==> config.mk <==
export PLATFORM = sky130hd
export DESIGN_NAME = svm_mac_sequencer
export DESIGN_NICKNAME = d
export VERILOG_FILES = /design/src/rtl/svm_pkg.sv /design/src/rtl/delay_line.sv /design/src/rtl/svm_mac_sequencer.sv
export SDC_FILE = /design/constraint.sdc
export NUM_CORES = 1
export LEC_CHECK = 0
export ABC_AREA = 1
export BUFFER_PORTS_ARGS = -buffer_cell sky130_fd_sc_hd__buf_4
export CAP_MARGIN = 5
export CORE_AREA = 2 2 39 41
export CTS_BUF_LIST = sky130_fd_sc_hd__clkbuf_8 sky130_fd_sc_hd__clkbuf_16
export CTS_CLUSTER_SIZE = 28
export DETAILED_ROUTE_END_ITERATION = 10
export DIE_AREA = 0 0 41 43
export PLACE_DENSITY = 0.65
export SKIP_CTS_REPAIR_TIMING = 1
export SYNTH_ARGS = -nofsm -noshare
export SYNTH_HDL_FRONTEND = slang
export SYNTH_SLANG_ARGS = --single-unit
==> constraint.sdc <==
create_clock -name clk -period 3.7 [get_ports clk]
set_clock_uncertainty 0.15 [all_clocks]
set_input_delay 0.74 -clock clk [delete_from_list [all_inputs] [get_ports clk]]
set_output_delay 0.74 -clock clk [all_outputs]
set_load 0.02 [all_outputs]
==> src/rtl/svm_pkg.sv <==
`default_nettype none
// +------------------------------------------------------------------+
// | svm_pkg : shared types and helpers for the SVM MAC sequencer      |
// | Rev 1.0                                                           |
// +------------------------------------------------------------------+
package svm_pkg;

    typedef enum logic [1:0] {
        S_IDLE  = 2'd0,
        S_RUN   = 2'd1,
        S_DRAIN = 2'd2
    } seq_state_t;

    function automatic int idx_w(input int n);
        return (n <= 2) ? 1 : $clog2(n);
    endfunction

endpackage
`default_nettype wire

==> src/rtl/delay_line.sv <==
`default_nettype none
// +------------------------------------------------------------------+
// | delay_line : DEPTH-stage shift register with synchronous flush    |
// | Rev 1.0                                                           |
// +------------------------------------------------------------------+
module delay_line #(
    parameter int WIDTH = 1,
    parameter int DEPTH = 1
) (
    input  logic             clk,
    input  logic             rst,
    input  logic             flush_i,
    input  logic [WIDTH-1:0] din_i,
    output logic [WIDTH-1:0] dout_o
);

    logic [WIDTH-1:0] stage_q [DEPTH];

    always_ff @(posedge clk or posedge rst) begin
        if (rst) begin
            for (int i = 0; i < DEPTH; i++) stage_q[i] <= '0;
        end else if (flush_i) begin
            for (int i = 0; i < DEPTH; i++) stage_q[i] <= '0;
        end else begin
            stage_q[0] <= din_i;
            for (int i = 1; i < DEPTH; i++) stage_q[i] <= stage_q[i-1];
        end
    end

    assign dout_o = stage_q[DEPTH-1];

endmodule
`default_nettype wire

==> src/rtl/svm_mac_sequencer.sv <==
`default_nettype none
// +------------------------------------------------------------------+
// | svm_mac_sequencer : walks inst x sv x feat, issues MAC terms and  |
// | result write strobes. Rev 1.0                                     |
// +------------------------------------------------------------------+
module svm_mac_sequencer
    import svm_pkg::*;
#(
    parameter int NUM_FEAT = 2,
    parameter int NUM_SV   = 3,
    parameter int NUM_INST = 2,
    parameter int MAC_LAT  = 2,
    localparam int IW = idx_w(NUM_INST),
    localparam int SW = idx_w(NUM_SV),
    localparam int FW = idx_w(NUM_FEAT)
) (
    input  logic          clk,
    input  logic          rst,
    input  logic          start_i,
    input  logic          abort_i,
    input  logic          op_ready_i,
    output logic [IW-1:0] inst_idx_o,
    output logic [SW-1:0] sv_idx_o,
    output logic [FW-1:0] feat_idx_o,
    output logic          mac_en_o,
    output logic          mac_clr_o,
    output logic          mac_last_o,
    output logic          res_we_o,
    output logic [IW-1:0] res_idx_o,
    output logic          busy_o,
    output logic          done_o
);

    seq_state_t    state_q, state_d;
    logic [IW-1:0] inst_q, inst_d;
    logic [SW-1:0] sv_q, sv_d;
    logic [FW-1:0] feat_q, feat_d;

    logic w_feat_last, w_sv_last, w_inst_last;
    logic w_cancel, w_final_res;
    logic [IW:0] w_pipe_in, w_pipe_out;

    assign w_feat_last = (feat_q == FW'(NUM_FEAT - 1));
    assign w_sv_last   = (sv_q   == SW'(NUM_SV - 1));
    assign w_inst_last = (inst_q == IW'(NUM_INST - 1));
    assign w_cancel    = abort_i && (state_q != S_IDLE);
    assign w_final_res = (state_q == S_DRAIN) && res_we_o && (res_idx_o == IW'(NUM_INST - 1));

    always_ff @(posedge clk or posedge rst) begin
        if (rst) begin
            state_q <= S_IDLE;
            inst_q  <= '0;
            sv_q    <= '0;
            feat_q  <= '0;
        end else begin
            state_q <= state_d;
            inst_q  <= inst_d;
            sv_q    <= sv_d;
            feat_q  <= feat_d;
        end
    end

    always_comb begin
        state_d = state_q;
        inst_d  = inst_q;
        sv_d    = sv_q;
        feat_d  = feat_q;
        case (state_q)
            S_IDLE: begin
                if (start_i) state_d = S_RUN;
            end
            S_RUN: begin
                if (op_ready_i) begin
                    if (w_feat_last) begin
                        feat_d = '0;
                        if (w_sv_last) begin
                            sv_d = '0;
                            if (w_inst_last) begin
                                inst_d  = '0;
                                state_d = S_DRAIN;
                            end else begin
                                inst_d = inst_q + IW'(1);
                            end
                        end else begin
                            sv_d = sv_q + SW'(1);
                        end
                    end else begin
                        feat_d = feat_q + FW'(1);
                    end
                end
            end
            S_DRAIN: begin
                if (w_final_res) state_d = S_IDLE;
            end
            default: state_d = S_IDLE;
        endcase
        // Cancellation overrides any transition computed above.
        if (w_cancel) begin
            state_d = S_IDLE;
            inst_d  = '0;
            sv_d    = '0;
            feat_d  = '0;
        end
    end

    always_comb begin
        mac_en_o   = (state_q == S_RUN) && op_ready_i;
        mac_clr_o  = mac_en_o && (sv_q == '0) && (feat_q == '0);
        mac_last_o = mac_en_o && w_sv_last && w_feat_last;
        busy_o     = (state_q != S_IDLE);
        done_o     = w_final_res && !abort_i;
        inst_idx_o = inst_q;
        sv_idx_o   = sv_q;
        feat_idx_o = feat_q;
    end

    assign w_pipe_in = {mac_en_o & mac_last_o, inst_q};

    delay_line #(
        .WIDTH (IW + 1),
        .DEPTH (MAC_LAT)
    ) u_res_pipe (
        .clk     (clk),
        .rst     (rst),
        .flush_i (w_cancel),
        .din_i   (w_pipe_in),
        .dout_o  (w_pipe_out)
    );

    assign res_we_o  = w_pipe_out[IW];
    assign res_idx_o = w_pipe_out[IW-1:0];

endmodule
`default_nettype wire

---- Word level (Yosys, flattened, before mapping) ----
Index checks and enable logic that the tools add are counted.
storage, ports and cells
  bits in registers ....................... 10
  input port bits ......................... 5
  logic and storage cells ................. 65
operators by class
  add/sub/neg operators ................... 3
  equality and inequality tests ........... 9
  muxes and demuxes ....................... 24
  bitwise operators ....................... 2
  reduce and logical (&&, ||, !) cells .... 21
operator list
  operator                                                count
  2-to-1 mux 2 bit                                        12
  inequality test 3 x 2 -> 1 bit (second input constant)  6
  2-to-1 mux 1 bit                                        10
  nonzero test 2 bit                                      5
  logical AND 1 bit                                       9
  case mux 2 bit (3 select lines)                         1
  AND reduction 6 bit                                     1
  equality test 2 bit (second input constant)             2
  logical NOT 2 bit                                       2
  2-to-1 mux 4 bit                                        1
  AND reduction 4 bit                                     1
  AND reduction 3 bit                                     1
  adder 1 bit (second input constant)                     2
  adder 2 x 1 -> 2 bit (second input constant)            1
  equality test 2 x 1 -> 1 bit (second input constant)    1
  AND reduction 2 bit                                     1
  AND 1 bit                                               1
  logical NOT 1 bit                                       1
  NOT 1 bit                                               1

---- Depth between registers and ports, before layout ----
  depth in word-level cells ............... 7
  depth in mapped cells ................... 7
  mapped depth without buffers ............ 7

---- By module ----
From an unflattened synthesis, not the netlist that was laid out.
unflattened totals
  cell total of the unflattened synthesis .. 64
  area total of the unflattened synthesis .. 533.0 µm²
by module, submodules not included
  module             times used  cells an instance  area an instance (µm²)
  svm_mac_sequencer  1           49                 384.1
  delay_line         1           15                 148.9

---- Least setup slack after synthesis ----
No wires, ideal clock.
  path type ............................... input -> output
  from .................................... input port op_ready_i
  to ...................................... output port mac_clr_o
  arrival ................................. 1.475 ns
  setup slack ............................. 1.335 ns
  cell stages on the path ................. 2
  path through ............................ nand3_1 > nor4_1
between the ends
  word-level cells in the longest chain between the ends .. 3
RTL lines
  what                            RTL line                  RTL
  start: declaration              svm_mac_sequencer.sv:21   input logic op_ready_i,
  logical AND 1 bit               svm_mac_sequencer.sv:107  mac_en_o = (state_q == S_RUN) && op_ready_i;
  logical AND 1 bit (2 in a row)  svm_mac_sequencer.sv:108  mac_clr_o = mac_en_o && (sv_q == '0) && (feat_q == '0);
  end: declaration                svm_mac_sequencer.sv:26   output logic mac_clr_o,
No other way between the ends.

---- Worst setup path after layout ----
  from .................................... input port op_ready_i
  to ...................................... output port mac_last_o
between the ends
  word-level cells in the longest chain between the ends .. 3
RTL lines
  what                            RTL line                  RTL
  logical AND 1 bit               svm_mac_sequencer.sv:107
  logical AND 1 bit (2 in a row)  svm_mac_sequencer.sv:109  mac_last_o = mac_en_o && w_sv_last && w_feat_last;
  end: declaration                svm_mac_sequencer.sv:27   output logic mac_last_o,
No other way between the ends.

==> out/metrics.cfg <==
[sta]
post-route-period-util_pct=60.4
rsz0062_at_grt=no
worstMarginPinSlew_ns=0.356
setup_tns_ns=0
period_needed_ns=2.23
hold_viol_final=0
fmax_mhz=448
setup_violations=0
slew_violations=0
relSlewSlack_pct=76.2

[yosys]
synth_ff_type=dfrtp_1
yosys.area.top_type=dfrtp_1
yosys_warnings=0
yosysSeqAreaShare_pct=46.9
synth_cells=69
synth_edf_count=0
synthArstFlopShare_pct=100
post_synth_instance_area_um2=533
synth_cell_types=17
syn_nets=74
synth_area_leaders=dfrtp_1 47%, nand2_1 11%, inv_1 7.0%
synthTopCellsByCount=15 x nand2_1, 10 x dfrtp_1, 10 x inv_1
ys_ff_latch=10
yosysMostFrequentCell=nand2_1
synth_top_area_share_pct=46.9
avgSynthCellArea_um2=7.72

[setup_path]
endpoint_kind=primary output
rr_startpoint=state_q[1]
cp-startpoint=op_ready_i
worstPathMaxFanout=3
arrival_ns=1.34
rr_worst_depth=6
start_kind=input pin
crit_type=in2out
cp_data_required_time_ns=2.81

[flow_run]
maxCapViolCount=0

[floorplan]
dieHeight_um=43
start_util_pct=38.5
die_x_um=41
rows=14
num_io_pins=16
die_area_um2=1760
core_area_um2=1380

[power_and_ir_drop]
power_leakage_nw=0.399
combPwrFrac_pct=47.8
p_total_mw=0.621
p_switching_mw=0.261
ir_drop_v=0.000422
p_int_mw=0.360
switching_share_pct=42.0
p_per_area_nw_per_um2=861
p_seq_share_pct=31.0
p_clk_share_pct=21.2

[clock_tree]
clk_pin_slew_ns=0.05
cts_tree=yes
cts_sinks=10
h-tree-depth=1
clock-root-buffer=clkbuf_8
insertion_delay_ns=0.23
clock_tree.buffer_depth=2
cts_buffers=3

[drt]
firstDrtPassIters=4
routedWlPerCell_um=9.87
wl_um=1030
ant_nets=0
viasPerCell=4.71
drc_errors=0
initialDrtViolationCount=9
vias=490

[cells_and_area]
regArea_um2=250
drive_above_1_share_pct=35.2
fillers=132
multi_input_area_um2=234
n_antenna_cell=0
nets=94
synthToLayoutAreaGrowth_pct=35.2
utilization_pct=52.1

[grt]
antenna_found_initial=0
grt_pass1_vias=398
grt_pass1_wl_um=1510
grt_start_max_net_pins=11
grt_overflow_total=0
grt_usage_pct=13.5

[status]
status=complete, no violations

[place]
place.gp.congestion=0.817
port_buffers=15
dp_hpwl_um=844

[worst_hold_path]
hold_path_depth=2
hp-class=reg2reg
min_from=u_res_pipe.stage_q[3]

-- layer usage --
| layer | vias up | share of wire, % | track usage [%] |
|---|---|---|---|
| li1 | 252 | - | - |
| met2 | 10 | 51 | 19.7 |
| met5 | - | 0 | 0 |
| met1 | 224 | 40 | 14.8 |
| met3 | 4 | 5.7 | 5.76 |
| met4 | 0 | 2.8 | 10.0 |
-- critical path: stages --
cell     delay (ns)
buf_4          0.09
nand3_1        0.11
inv_1          0.10
nand3_1        0.10
inv_1          0.07
buf_4          0.13
-- final cells by class --
type                    count  area share, %
flip-flops and latches     10           34.7
inverters                  13           6.77
well taps                  16           2.78
multi-input cells          46           32.5
repair buffers             15           15.6
clock buffers               4           7.64
-- path summary, 6_finish.rpt --
check	to	slack [ns]
max in group asynchronous	sv_idx_o[0]	2.81
min in group asynchronous	u_res_pipe.stage_q[2]	0.33
setup / recovery	mac_last_o	1.47
hold / removal	u_res_pipe.dout_o[1]	0.32
hold reg to reg	u_res_pipe.dout_o[1]	0.32
setup reg to reg	state_q[1]	2.46
-- layout by cell type (no fill, tap or decap), drive strengths merged --
cell type and instances:
nand2 19, buf 15, inv 13, nor2 12, dfrtp 10, nand3 6
clkbuf 4, o21ai 3, nor4 2, o21a 1, nor3 1, or2 1
nand4 1
-- state kept, by name (all words and copies together) (netlist names) --
| name | cells |
|---|---|
| state_q | 2 |
| sv_idx_o | 2 |
| u_res_pipe.dout_o | 2 |
| u_res_pipe.stage_q | 2 |
| feat_idx_o | 1 |
| inst_idx_o | 1 |
-- cell families (layout without fill, tap and decap cells) --
kind of cell	count (synthesis)	after routing	synth area share, %
AOI/OAI and AO/OA	4	4	4.23
and+or+nand+nor	42	42	39.7
DFF	10	10	46.9
buffers and inverters	13	32	9.16
-- power groups by stage --
stage | Combinational [mW] | Sequential [mW] | Clock [mW]
floorplan | 0.177 | 0.218 | 0
detailed placement | 0.299 | 0.194 | 0
global route | 0.327 | 0.197 | 0.144
global placement | 0.296 | 0.194 | 0
finish | 0.296 | 0.192 | 0.132
CTS | 0.300 | 0.192 | 0.134
-- metrics by stage --
step | hold WS, ns | cells | setup WS [ns] | cell area (µm²)
3_5_place_dp | 0.310 | 100 | 1.47 | 666
5_1_grt | 0.341 | 104 | 1.40 | 721
4_1_cts | 0.317 | 104 | 1.47 | 721
6_report | 0.316 | 104 | 1.47 | 721
2_1_floorplan | 0.298 | 69 | 1.34 | 533
3_3_place_gp | 0.300 | 100 | 1.48 | 666
(Power assumes the default switching activity.)
